**config.mk**
```make
export PLATFORM = sky130hd
export DESIGN_NAME = mem_port_arbiter
export DESIGN_NICKNAME = d
export VERILOG_FILES = /design/src/rtl/mem_port_arbiter.sv
export SDC_FILE = /design/constraint.sdc
export NUM_CORES = 1
export LEC_CHECK = 0
export ABC_AREA = 0
export BUFFER_PORTS_ARGS = -buffer_cell sky130_fd_sc_hd__buf_4
export CAP_MARGIN = 10
export CELL_PAD_IN_SITES_DETAIL_PLACEMENT = 0
export CELL_PAD_IN_SITES_GLOBAL_PLACEMENT = 1
export CORE_MARGIN = 2
export CORE_UTILIZATION = 36
export DETAILED_ROUTE_END_ITERATION = 12
export PLACE_DENSITY = 0.92
export SYNTH_ARGS = -nofsm -noshare
export SYNTH_HDL_FRONTEND = slang
export SYNTH_SLANG_ARGS = --single-unit
```
**constraint.sdc**
```tcl
create_clock -name clk -period 5.75 [get_ports clk]
set_input_delay 0.8625 -clock clk [delete_from_list [all_inputs] [get_ports clk]]
set_output_delay 0.8625 -clock clk [all_outputs]
set_load 0.01 [all_outputs]
```
**src/rtl/mem_port_arbiter.sv**
```systemverilog
// Arbitrates a single-ported, fixed-latency unified memory between the IF and MEM
// pipeline stages, sequencing one access at a time and returning data with a ready pulse.
module mem_port_arbiter #(
  parameter int unsigned MEM_LATENCY = 2,
  parameter int unsigned STARVE_MAX  = 4
) (
  input  logic        clk,
  input  logic        reset,
  input  logic        if_req,
  input  logic [31:0] if_addr,
  output logic [31:0] if_rdata,
  output logic        if_ready,
  output logic        if_stall,
  input  logic        mem_req,
  input  logic        mem_we,
  input  logic [31:0] mem_addr,
  input  logic [31:0] mem_wdata,
  output logic [31:0] mem_rdata,
  output logic        mem_ready,
  output logic        mem_stall,
  output logic        ram_en,
  output logic        ram_we,
  output logic [31:0] ram_addr,
  output logic [31:0] ram_wdata,
  input  logic [31:0] ram_rdata,
  output logic        busy
);

  typedef enum logic [1:0] {
    IDLE  = 2'd0,
    ISSUE = 2'd1,
    WAIT  = 2'd2,
    DONE  = 2'd3
  } state_t;

  localparam logic [3:0] LAT_INIT   = 4'(MEM_LATENCY);
  localparam logic [3:0] STARVE_LIM = 4'(STARVE_MAX);

  state_t      state_r;
  logic        owner_mem_r;
  logic        acc_we_r;
  logic [3:0]  lat_cnt_r;
  logic [3:0]  starve_cnt_r;
  logic        grant_s;
  logic        if_wins_s;

  // Grant decision: MEM holds the older instruction unless IF has waited too long.
  always_comb begin
    grant_s   = if_req | mem_req;
    if_wins_s = if_req & (~mem_req | (starve_cnt_r == STARVE_LIM));
  end

  assign if_stall  = if_req & ~if_ready;
  assign mem_stall = mem_req & ~mem_ready;

  // Access sequencer with registered memory strobes, read data and ready pulses.
  always_ff @(posedge clk or posedge reset) begin
    if (reset) begin
      state_r      <= IDLE;
      owner_mem_r  <= 1'b0;
      acc_we_r     <= 1'b0;
      lat_cnt_r    <= 4'd0;
      starve_cnt_r <= 4'd0;
      if_rdata     <= 32'h0;
      mem_rdata    <= 32'h0;
      if_ready     <= 1'b0;
      mem_ready    <= 1'b0;
      ram_en       <= 1'b0;
      ram_we       <= 1'b0;
      ram_addr     <= 32'h0;
      ram_wdata    <= 32'h0;
      busy         <= 1'b0;
    end else begin
      if_ready  <= 1'b0;
      mem_ready <= 1'b0;
      case (state_r)
        IDLE: begin
          if (grant_s) begin
            state_r     <= ISSUE;
            busy        <= 1'b1;
            ram_en      <= 1'b1;
            owner_mem_r <= ~if_wins_s;
            if (if_wins_s) begin
              ram_addr     <= if_addr;
              ram_we       <= 1'b0;
              ram_wdata    <= 32'h0;
              acc_we_r     <= 1'b0;
              starve_cnt_r <= 4'd0;
            end else begin
              ram_addr     <= mem_addr;
              ram_we       <= mem_we;
              ram_wdata    <= mem_wdata;
              acc_we_r     <= mem_we;
              starve_cnt_r <= if_req ? (starve_cnt_r + 4'd1) : 4'd0;
            end
          end else begin
            busy <= 1'b0;
          end
        end
        ISSUE: begin
          ram_en    <= 1'b0;
          ram_we    <= 1'b0;
          lat_cnt_r <= LAT_INIT;
          state_r   <= WAIT;
        end
        WAIT: begin
          lat_cnt_r <= lat_cnt_r - 4'd1;
          // ram_rdata is valid in the cycle the counter reads 1.
          if (lat_cnt_r == 4'd1) begin
            state_r <= DONE;
            if (owner_mem_r) begin
              mem_ready <= 1'b1;
              if (!acc_we_r) begin
                mem_rdata <= ram_rdata;
              end
            end else begin
              if_ready <= 1'b1;
              if (!acc_we_r) begin
                if_rdata <= ram_rdata;
              end
            end
          end
        end
        DONE: begin
          state_r <= IDLE;
          busy    <= 1'b0;
        end
        default: begin
          state_r <= IDLE;
          busy    <= 1'b0;
          ram_en  <= 1'b0;
          ram_we  <= 1'b0;
        end
      endcase
    end
  end

endmodule
```
## Word level (Yosys, flattened, before mapping)

Index checks and enable logic that the tools add are counted.
Widths: inputs -> output; s select.

- Register bits: 145
- Bits of input ports: 133
- Output and inout bits: 135
- Logic and storage cells: 64

- Add/sub/neg operators: 2
- Equality and inequality tests: 7
- Mux-type cells: 21
- Bitwise gates (word level): 11
- Reductions and logical operators: 9

Operators by type and width:

| operator | count |
|---|---|
| $mux 32 | 2 |
| $mux 1 | 10 |
| $mux 4 | 2 |
| $pmux 2 s4 | 1 |
| $pmux 4 s2 | 1 |
| $reduce_and 4->1 | 2 |
| $not 1->1 | 6 |
| $pmux 1 s2 | 3 |
| $reduce_and 2->1 | 3 |
| $reduce_bool 2->1 | 3 |
| $add 4x1->4 const B | 1 |
| $eq 2x2->1 const B | 2 |
| $eq 4x1->1 const B | 1 |
| $eq 4x3->1 const B | 1 |
| $mux 2 | 2 |
| $ne 2x2->1 const B | 2 |
| $sub 4x1->4 const B | 1 |
| $and 1x1->1 | 3 |
| $eq 2x1->1 const B | 1 |
| $logic_not 2->1 | 1 |
| $or 1x1->1 | 2 |

## Logic depth before layout (Yosys ltp)

- Word-level depth: 6
- Mapped depth: 7

## Worst setup path before layout

No wires, ideal clock.

- Path kind: in2out
- Start point: input mem_req
- End point: output mem_stall
- Arrival: 1.251 ns
- Required time: 4.888 ns
- Setup slack: 3.637 ns
- Stages: 2
- Path buffers: 1
- Path through: buf_2 -> nor2b_1

- Word-level cells in the longest chain between the ends: 1

RTL lines:

| element | line | RTL |
|---|---|---|
| start, declared | 14 | `input logic mem_req,` |
| $and 1x1->1 | 54 | `assign mem_stall = mem_req & ~mem_ready;` |
| end, declared | 20 | `output logic mem_stall,` |

No other way between the ends.

## Worst setup path after layout

- Start point: register starve_cnt_r[0]
- End point: register ram_wdata[21]

- Word-level cells in the longest chain between the ends: 4

RTL lines:

| element | line | RTL |
|---|---|---|
| start, declared | 43 | `logic [3:0] starve_cnt_r;` |
| start signal, assigned | 94 | `starve_cnt_r <= if_req ? (starve_cnt_r + 4'd1) : 4'd0;` |
| $eq 4x3->1 | 50 | `if_wins_s = if_req & (~mem_req \| (starve_cnt_r == STARVE_LIM));` |
| $or 1x1->1 | 50 |  |
| $and 1x1->1 | 50 |  |
| $mux 32 | 83 | `if (if_wins_s) begin` |
| end signal, assigned | 92 | `ram_wdata <= mem_wdata;` |
| end, declared | 24 | `output logic [31:0] ram_wdata,` |

No other way between the ends.
A chain may end at the register's enable or synchronous reset.

==> results by group <==
Status
  – Status: finished, final reports clean

Min path
  – Hold wc startpoint: ram_wdata[15]
  – Hold Path Depth: 2
  – Worst Hold End: ram_wdata[15]
  – Hold/Removal Path Class: flip-flop to flip-flop

Route
  – Wirelength per Cell: 16.29 um
  – WL final: 16.97 mm
  – Initial DRC count: 219
  – Pre-Repair DR Iteration Count: 4
  – Vias/cell: between 4 and 5
  – DRC: 0
  – Vias: between 5000 and 6000
  – Antenna viol nets, final: 0

Timing
  – Hold Fails Final Rpt: 0
  – Endpoints failing setup: 0
  – Final min period: 3.007 ns
  – Fin. max-slew vios: 0
  – Worst-Margin Slew: 1.019 ns
  – Tcrit/Tclk final: 0.5230
  – Setup TNS: 0 ns
  – Skew final: approximately 0.0091 ns
  – RSZ-0062 raised after global routing: no
  – WHS: between 0.4 and 0.5 ns
  – Relative slew slack: 0.3180
  – Peak Freq: 332.6 MHz

Worst setup path
  – Launch point of the worst path: starve_cnt_r[0]
  – Setup slack, reg-to-reg: 2.74 ns
  – Worst path cell trace: inv_1 -> ha_1 -> nand4b_2 -> nand2_1 -> o21ai_0
  – CP top delay family: simple AND/OR/NAND/NOR gates
  – FF-to-FF Start: starve_cnt_r[0]
  – RR Endpoint: ram_wdata[21]
  – Critical Path Source Type: flip-flop
  – Register-to-Register Path Depth: 5
  – WP data required: about 6 ns
  – Critical path's slowest cell: nand2_1
  – Worst EP arrival: around 3.3 ns
  – Crit Path Max Fanout: 36
  – CP endpoint kind: flip-flop
  – Slowest stage delay, CP: 1.14 ns
  – WP depth: 5
  – WP buf/inv: 1
  – CP Class: flip-flop to flip-flop

Clock network
  – Setup Buffers After CTS: 0
  – Root Buffer: clkbuf_16
  – H-Tree Level Count: 4
  – CTS Hold Bufs: 0
  – Clock slew at reported path FFs: 0.06 ns
  – Clock sink count: 145
  – Resize count post-CTS: 0
  – CTS tree: built
  – Skew-Pair Late Insertion Delay: 0.41 ns
  – Maximum root-to-sink buffer count: 2
  – CTS Buf Count: 17

Yosys
  – Fraction of registers with async set/reset: 1.000
  – Register area share after synthesis: 0.5810
  – Synth Flop Type: dfrtp_1
  – Seq cells post-synth: 145
  – Post-Syn Instances: 552
  – Synth Net Count: 694
  – Syn. warnings: 0
  – EDFF count, synth: 0
  – Mapped Area: 6245 sq um
  – Number of library cell types mapped by synthesis: 38
  – Synth Area per Inst: 11.31 sq um

Finish
  – Layout cells sized above 1: 0.4614
  – Synthesis-to-finish area growth: 43.74%
  – Antenna diodes: 0
  – Layout Nets: around 950
  – Final-layout fill cell count: 1528
  – Register cell area after layout: 3628 sq um
  – Area occupied by multi-input gates: 2347 sq um
  – Commonest non-fill, non-tap cells in the layout: buf_4, dfrtp_1, nand2_1, mux2_2, o21ai_0
  – Commonest non-fill, non-tap cell in the layout: buf_4

Placed design
  – Routability congestion estimate: 0.7517
  – PortBufs: 267
  – Dpl hpwl: around 12 mm

Global route
  – First-pass GRT wire length: between 20 and 30 mm
  – Largest net degree at the start of global routing: 99
  – All-Layer GR Usage: 0.1867
  – Vias in the first global route: 5302
  – Grt total ovfl: 0
  – Initial antenna violation count: 0

Power and ir drop
  – Peak VDD IR: 0.0002266 V
  – Total power draw: 4674 uW
  – Pwr/cell area: approximately 520 nW/um^2
  – Leak Pwr: 0.004391 uW

Floorplanning
  – I/O pins: 268
  – Core area: ~17000 sq um
  – Die X: roughly 140 um
  – Initial cell density of the core: 0.3648
  – Row count: 48
  – Die ar.: 18420 sq um
  – Die Y: 135.7 um

Run
  – Max-Cap Viols: 0
[synth_stat cells (all sizes together) (2+ instances only)]
master	n	area (sq um)
inv	12	45.04
nor3b	2	15.01
a31oi	2	12.51
and2	2	12.51
o22ai	3	18.77
dfrtp	145	3628
nor2b	4	25.02
nand2b	3	18.77
o21ai	39	198.9
mux2i	3	30.03
ha	9	112.6
mux2	65	750.7
clkbuf	23	96.34
nor2	3	11.26
nand2	136	510.5
buf	17	136.4
nand3	3	15.01
o2bb2ai	3	26.28
nand4	33	206.5
nor3	2	21.27
o211ai	32	240.2
[cell families after synthesis]
kind of cell | share of synthesized area
adder cells (fa/ha/maj) | 0.01803
buffers and inverters | 0.04448
AO/OA/AOI/OAI | 0.08676
AND/OR/NAND/NOR | 0.1433
flip-flops | 0.5810
multiplexers | 0.1250
XOR/XNOR | 0.001403
[worst max-delay path by stage]
stage                          to  slack (ns)
global placement    ram_wdata[26]        2.35
detailed placement  ram_wdata[23]        2.30
floorplan                acc_we_r        0.99
global route        ram_wdata[16]        2.37
CTS                 ram_wdata[21]        2.71
finish              ram_wdata[21]        2.74
[flip-flops by register name (all words and copies together) (netlist names)]
register	count
lat_cnt_r	4
owner_mem_r	1
if_ready	1
state_r	2
mem_ready	1
busy	1
ram_we	1
ram_wdata	32
starve_cnt_r	4
acc_we_r	1
if_rdata	32
ram_en	1
mem_rdata	32
ram_addr	32
[layout make-up]
cell class              count  share of cell area
flip-flops and latches    145              0.4042
multi-input cells         355              0.2615
repair buffers            273              0.2283
clock buffers              17             0.04739
well taps                 225             0.03136
clock inverters            15             0.02161
inverters                  12            0.005576
[routing by layer]
layer | GRT usage | wire, um | vias to the layer above | share of wire
li1 | - | - | 2432 | -
met5 | 0 | 0 | - | 0
met1 | 0.2229 | 6789 | 2423 | 0.40
met3 | 0.06884 | 1762 | 13 | 0.10
met4 | 0.05556 | 216 | 0 | 0.013
met2 | 0.3154 | 8205 | 223 | 0.48
[worst reg2reg max path: stages, from the launching register on]
cell	delay [ns]
dfrtp_1	0.41
inv_1	0.08
ha_1	0.17
nand4b_2	0.79
nand2_1	1.14
o21ai_0	0.26
[per-stage QoR]
stage                     setup slack, ns    util  instances  area, sq um
after floorplan                    0.9929       -        552         6245
after global placement              2.346  0.4882       1010         8357
after detailed placement            2.302  0.4882       1010         8357
after CTS                           2.705  0.5244       1042         8976
after global routing                2.372  0.5244       1042         8976
final                               2.743  0.5244       1042         8976
[report_power, final]
group / switching, uW / internal (uW) / leakage, uW / total, uW
logic: 895 / 915 / 0.00226 / 1810
clock network: 465 / 697 / 0.000294 / 1160
registers: 253 / 1450 / 0.00183 / 1700
Note: power is estimated with default switching activity, not from simulation.
